### src/rtl/conv_window_scheduler.sv
// Control for a KxK sliding-window line buffer: accepts a raster pixel stream,
// drives the buffer shift and presents each legal, stride-aligned window to the MAC.
module conv_window_scheduler #(
  parameter int KERNEL_SIZE = 3,
  parameter int ROW_SIZE    = 28,
  parameter int COL_SIZE    = 28,
  parameter int STRIDE      = 1,
  localparam int OUT_W = (ROW_SIZE - KERNEL_SIZE) / STRIDE + 1,
  localparam int OUT_H = (COL_SIZE - KERNEL_SIZE) / STRIDE + 1,
  localparam int WR_W  = (OUT_H > 1) ? $clog2(OUT_H) : 1,
  localparam int WC_W  = (OUT_W > 1) ? $clog2(OUT_W) : 1
) (
  input  logic            clock,
  input  logic            reset_n,
  input  logic            start,
  input  logic            pix_in_valid,
  output logic            pix_in_ready,
  output logic            buf_shift_en,
  output logic            win_valid,
  input  logic            win_ready,
  output logic [WR_W-1:0] win_row,
  output logic [WC_W-1:0] win_col,
  output logic            busy,
  output logic            frame_done
);

  localparam int PR_W = (COL_SIZE > 1) ? $clog2(COL_SIZE) : 1;
  localparam int PC_W = (ROW_SIZE > 1) ? $clog2(ROW_SIZE) : 1;
  localparam int PH_W = (STRIDE > 1) ? $clog2(STRIDE) : 1;

  localparam logic [PR_W-1:0] LAST_ROW = PR_W'(COL_SIZE - 1);
  localparam logic [PC_W-1:0] LAST_COL = PC_W'(ROW_SIZE - 1);
  localparam logic [PR_W-1:0] KM1_ROW  = PR_W'(KERNEL_SIZE - 1);
  localparam logic [PC_W-1:0] KM1_COL  = PC_W'(KERNEL_SIZE - 1);
  localparam logic [PH_W-1:0] PH_LAST  = PH_W'(STRIDE - 1);
  localparam logic [WR_W-1:0] OH_LAST  = WR_W'(OUT_H - 1);
  localparam logic [WC_W-1:0] OW_LAST  = WC_W'(OUT_W - 1);

  typedef enum logic [1:0] {IDLE, PRIME, STREAM, FLUSH} state_t;

  state_t            state_q;
  logic [PR_W-1:0]   row_q;
  logic [PC_W-1:0]   col_q;
  logic [PH_W-1:0]   rph_q, cph_q;
  logic [WR_W-1:0]   orow_q, win_row_q;
  logic [WC_W-1:0]   ocol_q, win_col_q;
  logic              win_valid_q, frame_done_q;

  logic accepting, legal, retire, col_last, row_last;

  function automatic logic [PH_W-1:0] ph_next(input logic [PH_W-1:0] ph);
    return (ph == PH_LAST) ? '0 : ph + 1'b1;
  endfunction

  // Upstream is held off while a window waits, so the buffer never shifts under it.
  assign accepting    = (state_q == PRIME) || (state_q == STREAM);
  assign pix_in_ready = accepting && !(win_valid_q && !win_ready);
  assign buf_shift_en = pix_in_valid && pix_in_ready;
  assign col_last     = (col_q == LAST_COL);
  assign row_last     = (row_q == LAST_ROW);
  assign legal        = buf_shift_en && (row_q >= KM1_ROW) && (col_q >= KM1_COL)
                        && (rph_q == '0) && (cph_q == '0);
  assign retire       = win_valid_q && win_ready;

  assign win_valid  = win_valid_q;
  assign win_row    = win_row_q;
  assign win_col    = win_col_q;
  assign busy       = (state_q != IDLE);
  assign frame_done = frame_done_q;

  always_ff @(posedge clock or negedge reset_n) begin
    if (!reset_n) begin
      state_q      <= IDLE;
      row_q        <= '0;
      col_q        <= '0;
      rph_q        <= '0;
      cph_q        <= '0;
      orow_q       <= '0;
      ocol_q       <= '0;
      win_row_q    <= '0;
      win_col_q    <= '0;
      win_valid_q  <= 1'b0;
      frame_done_q <= 1'b0;
    end else begin
      frame_done_q <= 1'b0;

      if (retire) win_valid_q <= 1'b0;
      if (legal) begin
        win_valid_q <= 1'b1;
        win_row_q   <= orow_q;
        win_col_q   <= ocol_q;
        if (ocol_q == OW_LAST) begin
          ocol_q <= '0;
          orow_q <= (orow_q == OH_LAST) ? '0 : orow_q + 1'b1;
        end else begin
          ocol_q <= ocol_q + 1'b1;
        end
      end

      // Phase counters hold (index - (K-1)) mod STRIDE once past the first K-1 lines/columns.
      if (buf_shift_en) begin
        if (col_last) begin
          col_q <= '0;
          cph_q <= '0;
          row_q <= row_last ? '0 : row_q + 1'b1;
          rph_q <= (row_last || (row_q < KM1_ROW)) ? '0 : ph_next(rph_q);
        end else begin
          col_q <= col_q + 1'b1;
          cph_q <= (col_q < KM1_COL) ? '0 : ph_next(cph_q);
        end
      end

      case (state_q)
        IDLE: begin
          if (start) begin
            state_q <= PRIME;
            row_q   <= '0;
            col_q   <= '0;
            rph_q   <= '0;
            cph_q   <= '0;
            orow_q  <= '0;
            ocol_q  <= '0;
          end
        end
        PRIME: begin
          if (buf_shift_en && (row_q == KM1_ROW) && (col_q == KM1_COL)) state_q <= STREAM;
        end
        STREAM: begin
          if (buf_shift_en && row_last && col_last) state_q <= FLUSH;
        end
        FLUSH: begin
          if (!win_valid_q || win_ready) begin
            frame_done_q <= 1'b1;
            state_q      <= IDLE;
          end
        end
        default: state_q <= IDLE;
      endcase
    end
  end

endmodule

### config.mk
export PLATFORM = sky130hd
export DESIGN_NAME = conv_window_scheduler
export DESIGN_NICKNAME = d
export VERILOG_FILES = /design/src/rtl/conv_window_scheduler.sv
export SDC_FILE = /design/constraint.sdc
export NUM_CORES = 1
export LEC_CHECK = 0
export ABC_AREA = 1
export CORE_MARGIN = 3
export CORE_UTILIZATION = 51
export DETAILED_ROUTE_END_ITERATION = 6
export GPL_TIMING_DRIVEN = 0
export PLACE_DENSITY = 0.75
export SETUP_SLACK_MARGIN = 0.1
export SLEW_MARGIN = 10
export SYNTH_ARGS = -nofsm -noshare
export SYNTH_HDL_FRONTEND = slang
export SYNTH_SLANG_ARGS = --single-unit
### constraint.sdc
create_clock -name clock -period 1.4 [get_ports clock]
set_input_delay 0.14 -clock clock [delete_from_list [all_inputs] [get_ports clock]]
set_output_delay 0.14 -clock clock [all_outputs]
set_load 0.01 [all_outputs]
### After elaboration in Yosys (flattened, before gate mapping)

Index checks and enable logic that the tools add are counted.

* register bits after elaboration: 36
* input port bits: 5
* output and inout bits: 15
* logic and storage cells: 97

* $add $sub $neg: 6
* $lt $le $gt $ge: 4
* equal/unequal tests: 13
* multiplexer cells: 39
* bitwise gates (word level): 2
* reduce and logical (&&, ||, !) cells: 22

Operators with widths (count)
* $mux 5: 18
* $add 5x1->5 const B: 4
* $eq 5x5->1 const B: 4
* $mux 1: 16
* $logic_and 1x1->1: 12
* $eq 5x2->1 const B: 2
* $ge 5x2->1 const B: 2
* $lt 5x2->1 const B: 2
* $mux 2: 4
* $pmux 2 s4: 1
* $eq 2x2->1 const B: 2
* $ne 2x1->1 const B: 2
* $ne 2x2->1 const B: 2
* $reduce_and 4->1: 1
* $reduce_bool 2->1: 2
* $logic_not 1->1: 3
* $logic_or 1x1->1: 3
* $add 1x1->1 const B: 2
* $eq 2x1->1 const B: 1
* $logic_not 2->1: 1
* $not 1->1: 2

### Depth between registers and ports, before layout

* depth in word-level cells: 12
* depth in mapped cells: 11
* gate-level depth less buffers: 11

### Worst setup path before layout

Ideal clock, no wire load.

* path kind: flip-flop to flip-flop
* start: reg state_q[0]
* end: reg state_q[1]
* setup time: 0.117 ns
* data arrival time: 1.481 ns
* required time: 1.283 ns
* path slack: -0.198 ns
* cell stages (with the launch flop): 10
* buffers on the path: 0
* period minus slack after synthesis: 1.598 ns
* cell sequence: dfrtp_1 inv_1 ha_1 nand3_4 inv_1 nand2_1 nand2_1 nand3_1 nand2_1 nand2_1

* cells in the longest elaborated chain, start to end: 8
* elaborated cells on any way between the ends: 17
* those cells by class: 7 x eq/ne; 1 x mux; 9 x reduce/logical

Ends and longest elaborated chain
* start, declared: RTL line 41 `state_t state_q;`
* start signal, assigned: RTL line 73 `state_q <= IDLE;`
* start signal, assigned: RTL line 116 `state_q <= PRIME;`
* start signal, assigned: RTL line 126 `if (buf_shift_en && (row_q == KM1_ROW) && (col_q == KM1_COL)) state_q <= STREAM;`
* $eq 2x1->1 or $eq 2x2->1 (tied branches): RTL line 56 `assign accepting = (state_q == PRIME) || (state_q == STREAM);`
* $logic_or 1x1->1 (*): RTL line 56
* $logic_and 1x1->1 (*): RTL line 57 `assign pix_in_ready = accepting && !(win_valid_q && !win_ready);`
* $logic_and 1x1->1 (*): RTL line 58 `assign buf_shift_en = pix_in_valid && pix_in_ready;`
* net buf_shift_en: RTL line 18 `output logic buf_shift_en,`
* $logic_and 1x1->1 (on tied branches) (2 in series): RTL line 129, 126
* $ne 2x1->1 (no source line)
* $reduce_and 4->1 (no source line) (*)

The timed path passes the listed nets; every way through them passes the cells marked *.
A chain may end at the register's enable or synchronous reset.

### Worst setup path after layout

* start: reg state_q[1]
* end: reg win_col_q[0], in the netlist win_col[0]

* cells in the longest elaborated chain, start to end: 8
* elaborated cells on any way between the ends: 9
* those cells by class: 2 x eq/ne; 7 x reduce/logical

Ends and longest elaborated chain
* $eq 2x1->1 or $eq 2x2->1 (tied branches): RTL line 56
* $logic_or 1x1->1 (*): RTL line 56
* $logic_and 1x1->1 (*): RTL line 57
* $logic_and 1x1->1 (*): RTL line 58
* $logic_and 1x1->1 (*) (2 in series): RTL line 61 `assign legal = buf_shift_en && (row_q >= KM1_ROW) && (col_q >= KM1_COL)`
* $logic_and 1x1->1 (*) (2 in series): RTL line 62 `&& (rph_q == '0) && (cph_q == '0);`
* end signal, assigned: RTL line 91 `win_col_q <= ocol_q;`
* end, declared: RTL line 46 `logic [WC_W-1:0] ocol_q, win_col_q;`

Mark *: on every way between the ends. The rest lies on a longest branch, timed or not.

==> key figures <==
Placement
  • IO buf count: 19
  • Post-DP HPWL: 2810 um
  • Placed Instances: 319
  • Routability cong.: 0.873
  • Dpl cell area: 2350 um2

Route
  • DRT Wirelength: 4630 um
  • Uppermost layer routed: met4
  • Metal2 WL: 2350 um
  • Routed WL per cell: 13.0 um
  • DRT met1 WL: 2030 um
  • Pre-antenna DRT Iters: 4
  • Met3 routed WL: 143 um
  • DRC viols: 0
  • Via count: 1766
  • Via density per instance: 4.97
  • 1st-iter DRT viols: 113
  • Antenna viol nets, final: 0

Logic synthesis
  • Largest area contributor in the netlist: dfrtp_1
  • Sequential area share after synthesis: 0.434
  • Post-synthesis cell type count: 24
  • Synth async-reset ratio: 1.00
  • Post-synth EDFFs: 0
  • Share of the synthesized area in the top cell type: 0.434
  • Flops & latches, synth: 36
  • Synth top area cells: dfrtp_1, nand2_1, ha_1
  • Syn_nets: 270
  • Yosys warns: 0
  • Mean area per synthesized cell: 8.24 um2
  • Most used DFF post-synth: dfrtp_1
  • Synth Cell Area: 2080 um2
  • Count leader, synth: nand2_1
  • Top cells by instance count after synthesis: nand2_1, dfrtp_1, nor2_1, inv_1, nand3_1
  • Cells after Synth: 252

Timing
  • Hold Fails Final Rpt: 0
  • Final setup fails: 35
  • Worst slew pin tran: 0.805 ns
  • Fmax: 0.596 GHz
  • Fin crit share: 1.20
  • Slew headroom: 0.464
  • Fin crit period: 1.68 ns
  • Setup TNS: -7.55 ns
  • Clk_skew: 0.00752 ns
  • Fin. max-slew vios: 0
  • Setup slack after layout: -0.278 ns
  • RSZ-0062 raised after global routing: true

Layout
  • Layout area overhead: 37.0%
  • Final Instance Area: 2840 um2
  • Ant diodes: 0
  • Share of post-route cells with drive strength above 1: 0.345
  • NumNets Final: 324
  • Cell Count, Final, Fillers Out: 355

Clocking
  • CTS Buf Count: 5
  • H-tree Lvls: 2
  • CTS clk-pin slew, worst paths: 0.08 ns
  • CTS Root Cell: clkbuf_8
  • CTS tree: yes
  • CTS Buffer Depth: 2
  • CTS sink cnt: 36
  • Worst skew pair latency: 0.29 ns

Outcome
  • Status: finished, violations left
  • Failing checks: negative setup slack

Worst setup path
  • WP buf/inv: 3
  • Crit path launch type: flop
  • Crit-path cells: inv_2, ha_4, nand3_4, buf_6, nor2_4, nand2_4, buf_12, nand2_2, nand2_1
  • Crit path largest cell delay: 0.37 ns
  • Worst EP arrival: 1.87 ns
  • Crit. End Element: flop
  • Largest fanout on the critical path: 10
  • Req. time, crit path: 1.59 ns
  • Crit-path slowest cell: dfrtp_1
  • Worst setup path category: flop to flop
  • Crit path max-delay family: simple AND/OR/NAND/NOR gates

Global routing
  • Initial antenna violation count: 0
  • Global route total overflow: 0
  • Global-route wire length before repair: 7380 um
  • Largest net degree at the start of global routing: 37
  • Total GRT Usage: 0.186
  • Number of global-route vias before repair: 1628

Floorplan
  • Die ar.: 4870 um2
  • Die span in y: 69.8 um
  • Die width: 69.8 um
  • Core Box Area: 3800 um2
  • FP Rows: 22
  • # IOs: 20
  • Initial Util: 0.546

Power
  • Power per cell area: 1350 nW/um2
  • Sw frac: 0.324
  • Leak: 1.46 nW
  • P_sw: 1.25 mW
  • Cell-internal power: 2.60 mW
  • Total Power: 3.84 mW
  • Comb pwr share: 0.429
  • Seq pwr share: 0.309
  • Clk network pwr share: 0.262
  • Worst vdd ir: 1.34 mV

Run
  • Max-Cap Viols: 0

Hold path
  • Worst hold path type: input pin to asynchronous set/reset pin
[worst reg2reg max path, cell delays in order, from the launching register on]
cell     delay (ns)
dfrtp_1        0.37
inv_2          0.06
ha_4           0.29
nand3_4        0.07
buf_6          0.14
nor2_4         0.24
nand2_4        0.14
buf_12         0.17
nand2_2        0.05
nand2_1        0.05
[state kept, by name, indices dropped and copies added, names as in the netlist]
register	cells
orow_q	5
rph_q	1
cph_q	1
win_col	5
win_row	5
col_q	5
ocol_q	5
state_q	2
row_q	5
frame_done	1
win_valid	1
[placed cells by master, fill, tap and decap left out, drive strengths merged]
| cell | synthesis | routed |
|---|---|---|
| o21ai | 13 | 13 |
| inv | 33 | 33 |
| xor2 | 4 | 4 |
| nand3 | 22 | 22 |
| buf | 3 | 34 |
| dlygate4sd3 | 0 | 1 |
| nand4 | 7 | 7 |
| dlygate4sd2 | 0 | 12 |
| a31oi | 1 | 1 |
| nand2 | 68 | 68 |
| a21oi | 8 | 8 |
| xnor2 | 2 | 2 |
| dfrtp | 36 | 36 |
| bufinv | 0 | 1 |
| clkbuf | 0 | 7 |
| nor2 | 39 | 39 |
| and3 | 1 | 1 |
| or2 | 1 | 1 |
| ha | 13 | 13 |
| clkdlybuf4s50 | 0 | 3 |
| o22ai | 1 | 1 |
[power by group through the flow]
stage | Combinational (mW) | Clock, mW | Sequential, mW
3_5_place_dp | 1.03 | 0 | 1.21
5_1_grt | 1.79 | 1.07 | 1.19
4_1_cts | 1.26 | 1.02 | 1.18
3_3_place_gp | 1.01 | 0 | 1.21
2_1_floorplan | 0.697 | 0 | 1.21
6_report | 1.65 | 1.01 | 1.19
[final cells by class]
| type | count | area [um2] |
|---|---|---|
| Tap cell | 48 | 60.1 |
| Sequential cell | 36 | 901 |
| Clock inverter | 1 | 30.0 |
| Buffer | 3 | 42.5 |
| Inverter | 33 | 129 |
| Multi-Input combinational cell | 180 | 1150 |
| Fill cell | 278 | 956 |
| Timing Repair Buffer | 47 | 430 |
| Clock buffer | 7 | 96.3 |
[final timing paths]
kind	startpoint	end	slack, ns	cells past startpoint
max	state_q[1]	win_col[0]	-0.28	9
min	reset_n	orow_q[0]	0.47	2
max in group asynchronous	reset_n	row_q[0]	0.42	2
max reg2reg	state_q[1]	win_col[0]	-0.28	9
min reg2reg	win_col[4]	win_col[4]	0.48	2
min in group clock	win_ready	frame_done	0.47	3
[logic make-up (layout without fill, tap and decap cells)]
| family | count (synthesis) | in the layout | share of synthesized area |
|---|---|---|---|
| AO/OA/AOI/OAI | 23 | 23 | 0.0729 |
| XOR/XNOR | 6 | 6 | 0.0253 |
| adder cells (fa/ha/maj) | 13 | 13 | 0.0784 |
| buffers and inverters | 36 | 91 | 0.0759 |
| flip-flops | 36 | 36 | 0.434 |
| AND/OR/NAND/NOR | 138 | 138 | 0.313 |
[repair_timing]
action	4_1_cts	5_1_grt
cloned	2	0
hold buffers	1	0
endpoints found under the setup margin	49	36
pin swaps	8	21
hold endpoints to repair	36	0
resized for setup	49	28
setup buffers	11	14
[layer usage]
metal	vias to the layer above	GRT usage
li1	901	-
met1	825	0.227
met2	30	0.322
met3	10	0.0435
met4	0	0.0596
met5	-	0
[stage by stage]
| stage | util | hold slack (ns) | worst slack (ns) |
|---|---|---|---|
| after detailed placement | 0.620 | 0.271 | -0.345 |
| after global routing | 0.748 | 0.475 | -0.369 |
| final | 0.748 | 0.471 | -0.278 |
| after global placement | 0.621 | 0.465 | -0.580 |
| after CTS | 0.692 | 0.463 | -0.243 |
| after floorplan | - | -0.156 | -0.0919 |
No activity file was read; power rests on OpenSTA's default activity.
